<file path="config.mk">
export PLATFORM = sky130hd
export DESIGN_NAME = mem_arb
export DESIGN_NICKNAME = d
export VERILOG_FILES = /design/src/rtl/mem_pkg.sv /design/src/rtl/mem_arb_rr_pick.sv /design/src/rtl/mem_arb.sv
export SDC_FILE = /design/constraint.sdc
export NUM_CORES = 1
export LEC_CHECK = 0
export BUFFER_PORTS_ARGS = -buffer_cell sky130_fd_sc_hd__buf_4
export CORE_AREA = 2 2 192 194
export CTS_CLUSTER_DIAMETER = 80
export DETAILED_ROUTE_END_ITERATION = 12
export DIE_AREA = 0 0 194 196
export PLACE_DENSITY = 0.56
export SYNTH_ARGS = -nofsm -noshare
export SYNTH_HDL_FRONTEND = slang
export SYNTH_HIERARCHICAL = 1
export SYNTH_SLANG_ARGS = --single-unit
export TNS_END_PERCENT = 5
</file>
<file path="constraint.sdc">
create_clock -name clk -period 2.4 [get_ports clk]
set_clock_uncertainty 0.1 [all_clocks]
set_input_delay 0.24 -clock clk [delete_from_list [all_inputs] [get_ports clk]]
set_output_delay 0.24 -clock clk [all_outputs]
set_load 0.01 [all_outputs]
</file>
<file path="src/rtl/mem_pkg.sv">
// Shared definitions for the memory-port arbiter: tag width, MESI and
// transaction encodings, and the arbiter state enum.
package mem_pkg;

  localparam int TAG_W = 8;

  typedef logic [TAG_W-1:0] tag_t;

  localparam tag_t MESI_I = 8'd0;
  localparam tag_t MESI_S = 8'd1;
  localparam tag_t MESI_E = 8'd2;
  localparam tag_t MESI_M = 8'd3;

  localparam tag_t TRSC_NONE = 8'd0;
  localparam tag_t TRSC_RD   = 8'd1;
  localparam tag_t TRSC_RDX  = 8'd2;
  localparam tag_t TRSC_WR   = 8'd3;
  localparam tag_t TRSC_UPG  = 8'd4;

  typedef enum logic [1:0] {IDLE, BUSY, DRAIN} arb_state_t;

endpackage

</file>
<file path="src/rtl/mem_arb_rr_pick.sv">
// Combinational round-robin picker: first set bit of req scanning from ptr
// upward, wrapping modulo N.
module rr_pick #(
  parameter int N  = 4,
  parameter int IW = (N > 1) ? $clog2(N) : 1
) (
  input  logic [N-1:0]  req,
  input  logic [IW-1:0] ptr,
  output logic          valid,
  output logic [IW-1:0] idx
);

  int j;

  // Scan from the far end back toward ptr so the closest candidate wins.
  always_comb begin
    valid = 1'b0;
    idx   = '0;
    j     = 0;
    for (int k = N - 1; k >= 0; k--) begin
      j = (int'(ptr) + k) % N;
      if (req[IW'(j)]) begin
        valid = 1'b1;
        idx   = IW'(j);
      end
    end
  end

endmodule

</file>
<file path="src/rtl/mem_arb.sv">
// N-to-1 round-robin arbiter for the rqst/trsc/addr/resp/mesi/lock memory
// port, with lock-held grants and a drain phase between grantees.
//
// state | meaning
// IDLE  | no grant; pick next requester from ptr
// BUSY  | requester g owns the port; registered forwarding both ways
// DRAIN | grant dropped; wait for downstream resp to return to 0
module mem_arb
  import mem_pkg::*;
#(
  parameter int N  = 4,
  parameter int AW = 64
) (
  input  logic                       clk,
  input  logic                       rst,
  input  logic [N-1:0]               s_mem_lock,
  input  logic [N-1:0][TAG_W-1:0]    s_mem_rqst,
  input  logic [N-1:0][TAG_W-1:0]    s_mem_trsc,
  input  logic [N-1:0][AW-1:0]       s_mem_addr,
  output logic [N-1:0][TAG_W-1:0]    s_mem_resp,
  output logic [N-1:0][TAG_W-1:0]    s_mem_mesi,
  output logic                       m_mem_lock,
  output logic [TAG_W-1:0]           m_mem_rqst,
  output logic [TAG_W-1:0]           m_mem_trsc,
  output logic [AW-1:0]              m_mem_addr,
  input  logic [TAG_W-1:0]           m_mem_resp,
  input  logic [TAG_W-1:0]           m_mem_mesi,
  output logic [N-1:0]               grant
);

  localparam int IW = (N > 1) ? $clog2(N) : 1;

  arb_state_t    state;
  logic [IW-1:0] g;
  logic [IW-1:0] ptr;
  logic [N-1:0]  req;
  logic          pick_valid;
  logic [IW-1:0] pick_idx;
  logic          release_g;

  always_comb begin
    req = '0;
    for (int i = 0; i < N; i++) req[i] = |s_mem_rqst[i];
  end

  rr_pick #(.N(N), .IW(IW)) u_pick (
    .req   (req),
    .ptr   (ptr),
    .valid (pick_valid),
    .idx   (pick_idx)
  );

  // An abort (rqst dropped before completion) releases exactly like completion.
  assign release_g = (s_mem_rqst[g] == '0) && !s_mem_lock[g];

  always_ff @(posedge clk) begin
    if (rst) begin
      state      <= IDLE;
      g          <= '0;
      ptr        <= '0;
      grant      <= '0;
      m_mem_lock <= 1'b0;
      m_mem_rqst <= '0;
      m_mem_trsc <= '0;
      m_mem_addr <= '0;
      s_mem_resp <= '0;
      s_mem_mesi <= '0;
    end else begin
      case (state)
        IDLE: begin
          m_mem_lock <= 1'b0;
          m_mem_rqst <= '0;
          m_mem_trsc <= '0;
          m_mem_addr <= '0;
          s_mem_resp <= '0;
          s_mem_mesi <= '0;
          grant      <= '0;
          if (pick_valid) begin
            g     <= pick_idx;
            grant <= N'(1) << pick_idx;
            ptr   <= (pick_idx == IW'(N - 1)) ? '0 : pick_idx + 1'b1;
            state <= BUSY;
          end
        end
        BUSY: begin
          s_mem_resp <= '0;
          s_mem_mesi <= '0;
          if (release_g) begin
            m_mem_lock <= 1'b0;
            m_mem_rqst <= '0;
            m_mem_trsc <= '0;
            m_mem_addr <= '0;
            grant      <= '0;
            state      <= DRAIN;
          end else begin
            m_mem_lock    <= s_mem_lock[g];
            m_mem_rqst    <= s_mem_rqst[g];
            m_mem_trsc    <= s_mem_trsc[g];
            m_mem_addr    <= s_mem_addr[g];
            s_mem_resp[g] <= m_mem_resp;
            s_mem_mesi[g] <= m_mem_mesi;
          end
        end
        DRAIN: begin
          m_mem_lock <= 1'b0;
          m_mem_rqst <= '0;
          m_mem_trsc <= '0;
          m_mem_addr <= '0;
          s_mem_resp <= '0;
          s_mem_mesi <= '0;
          grant      <= '0;
          if (m_mem_resp == '0) state <= IDLE;
        end
        default: state <= IDLE;
      endcase
    end
  end

endmodule

</file>
==> summary by stage <==
Power and ir drop
The total power after layout is between 0.01 and 0.015 W. In this run the power density over the cells is 900 nW/um^2. The static power due to leakage is 5.34 nW. The largest vdd supply drop is between 600 and 700 uV.

Run status
The final reports fail on negative setup slack. The run finished, with violations left.

Timing
The number of max-slew violations in the final report came to 0. Setup repair after global routing could not meet its margin everywhere. The shortest clock period the worst path allows after layout is approximately 2.4 ns.

The tightest slew margin relative to the limit is just over 30%. The final setup slack of the worst path is -0.0211 ns. For the pin with the worst max-slew slack, the measured transition is between 1 and 1.5 ns. Timing would allow up to between 0.4 and 0.5 GHz. The final count of hold timing violations is 0. In the finished design, the share of the clock period the worst path needs comes to 101%.

Summed over all failing endpoints, the final setup total negative slack is -0.139 ns. The number of setup violations in the final report is 13.

GRT
For met3 alone, demand over resource in global routing was between 4 and 5%. The via count of the first global-routing pass came to just under 8000. The first-pass GRT wire length is a little under 50 mm. Global routing used 29.5% of the available met2 tracks. Global routing used about a fifth of the available met1 tracks.

The initial antenna violation count is 5. After global routing, the most crowded layer is met2. Entering global routing, the biggest net connects 92 pins. In the global route stage, overall resource usage came out at 17.1%. Summed over all layers, the global routing overflow is 0.

Setup path
The startpoint type of the worst setup path is a flop. The critical path arrival is about 2.6 ns. The sort of element at the end of the critical path is a flop.

The critical path in this run is classified as reg2reg. The worst-path maximum fanout is 72. The required time of the critical path is ~2.6 ns.

CTS
The tree is rooted in a clkbuf_16. TritonCTS built the clock tree. The maximum clock insertion buffer count is 2.

The total number of H-tree levels is 4. Buffers inserted during clock tree synthesis total 17. The clock latency on the worst-skew pair is 0.43 ns. The clock slew at the register clock pins of the worst setup and hold paths is approximately 0.070 ns. CTS saw ~160 sinks.

Layout
The post-layout utilization of the core is 34.9%. Compared with the post-synthesis result, the final layout area differs by 64.9%. The share of layout cells above drive strength 1 is between 50% and 60%. The count of fill cells added during filler insertion is approximately 3700. The finished cells cover about 13000 um^2. The number of nets in the layout is approximately 1500.

Die
The core area is between 30000 and 40000 um^2. During I/O placement, the number of pins put on the boundary was between 400 and 500. The starting utilization of the core area is 21.2%. In this run the core area contains 70 standard-cell rows. In this run the vertical extent of the chip is between 150 and 200 um. The overall die area is roughly 38000 um^2. Measured along the x axis, the die boundary spans slightly below 200 um.

Logic synthesis
Synthesis inferred roughly 160 register bits. The instance count of the mapped netlist is 706. The average instance in the mapped netlist occupies between 10 and 15 um^2. The cell area after technology mapping is 7640 um^2. Sequential elements use about two fifths of the synthesized area. For this run, the number of Yosys warnings is 6. Counting distinct cell types in the post-synthesis netlist gives 29. The net count after synthesis is 1059.

Min path
The min-delay analysis places its worst path in the category in2reg.

Drt
After the first detailed-routing iteration, the DRC count stood at 363. Wires add up to roughly 34 mm. Before antenna repair, the detailed router went through 6 iterations. The detailed-route DRC error count is 0.

The routed via count divided by cell count is approximately 4.8. The via total after detailed routing is about 7900. The post-detailed-route count of antenna-violating nets is 0.

In the final routed layout, each cell accounts on average for 20.5 um.

Placed design
The HPWL after detailed placement is roughly 26 mm. The congestion estimate from routability-driven global placement came to a little under 0.9. Summing all placed instances gives a cell area of between 10000 and 15000 um^2.

The post-place setup slack is -0.0199 ns. The number of port buffers is 490.

Run
The max-cap violation count is 0.
## layout make-up
class | count | area, um^2 | area share, %
repair buffers | 518 | 3990 | 31.7
flip-flops and latches | 155 | 3110 | 24.7
multi-input cells | 471 | 4310 | 34.2
clock buffers | 17 | 425 | 3.37
clock inverters | 14 | 158 | 1.25
inverters | 5 | 18.8 | 0.149
well taps | 468 | 586 | 4.64
diodes | 5 | 12.5 | 0.0992
## cell families (layout without fill, tap and decap cells)
logic type	after synthesis	count (layout)	synth area share, %
simple gates	217	217	12.3
compound gates	155	155	16.2
flops	155	155	40.6
mux	88	88	24.8
buf+inv	80	554	4.35
fa+ha+maj	11	11	1.80
other cells	0	5	0
## layer usage
metal / vias to the layer above / wire length [um] / share of wire [%]
met5: - / 0 / 0
met4: 0 / 466 / 1.4
met3: 22 / 2540 / 7.5
met2: 358 / 17500 / 52
met1: 3826 / 13400 / 40
li1: 3671 / - / -
## synth_stat cells, drive strengths merged
cell type / number / area, um^2
nor3: 4 / 25.0
or3: 1 / 6.26
nor4: 11 / 75.1
inv: 5 / 18.8
nor2b: 2 / 12.5
nor2: 152 / 571
clkbuf: 51 / 191
nor3b: 1 / 7.51
a222oi: 1 / 10.0
nand2: 15 / 56.3
nand3: 4 / 20.0
a32oi: 64 / 561
nand2b: 10 / 62.6
dfxtp: 155 / 3100
buf: 24 / 123
a21oi: 6 / 30.0
mux4: 81 / 1820
mux2i: 7 / 70.1
and2: 17 / 106
a211oi: 2 / 20.0
a31oi: 1 / 6.26
a22oi: 81 / 608
ha: 11 / 138
## per-stage QoR
step / hold WS (ns) / instances
floorplan: 0.324 / 706
global placement: 0.361 / 1611
detailed placement: 0.372 / 1611
CTS: 0.130 / 1645
global route: 0.156 / 1652
finish: 0.162 / 1653
## flip-flops by register name, indices dropped and copies added (netlist names)
| register | cells |
|---|---|
| g | 2 |
| grant | 4 |
| m_mem_addr | 64 |
| m_mem_lock | 1 |
| m_mem_rqst | 8 |
| m_mem_trsc | 8 |
| ptr | 2 |
| s_mem_mesi | 32 |
| s_mem_resp | 32 |
| state | 2 |
## cell usage in the layout (no fill, tap or decap), drive strengths merged, types with 2 or more instances in the layout
cell    instances
nand2          15
diode           5
mux2i           7
nor4           11
dfxtp         155
a211oi          2
clkinv          3
a32oi          64
nand3           4
a21oi           6
nand2b         10
nor2          152
bufinv          2
nor3            4
buf           517
nor2b           2
inv            13
a22oi          81
mux4           81
ha             11
clkbuf         17
and2           17
## critical path: stages, from the launching register on
cell     delay, ns
dfxtp_4       0.41
buf_12        0.13
mux4_2        0.54
nor3_4        0.27
buf_4         0.16
a31oi_4       0.10
buf_12        0.19
a22oi_1       0.23
nor2_1        0.06
## power breakdown
group,switching [W],internal (W),total (W)
Sequential,0.000323,0.00304,0.00336
Combinational,0.00257,0.00263,0.00520
Clock,0.00123,0.00156,0.00278
## repair_timing
action	CTS	global route
hold buffers	1	0
endpoints found under the hold margin	3	0
setup buffers	2	3
gates resized for setup	0	10
endpoints found under the setup margin	2	83
pin swaps	1	3
## worst paths after layout
check	slack, ns	cells after the start	startpoint	end
worst max-delay path	-0.02	8	g[0]$_SDFFE_PP0P_	m_mem_trsc[0]$_SDFFE_PP0P_
worst min-delay path	0.16	4	s_mem_trsc[22]	m_mem_trsc[6]$_SDFFE_PP0P_
worst max register to register	-0.02	8	g[0]$_SDFFE_PP0P_	m_mem_trsc[0]$_SDFFE_PP0P_
worst min register to register	0.38	2	grant[3]$_SDFFE_PP0P_	grant[3]$_SDFFE_PP0P_
(Power assumes the default switching activity.)
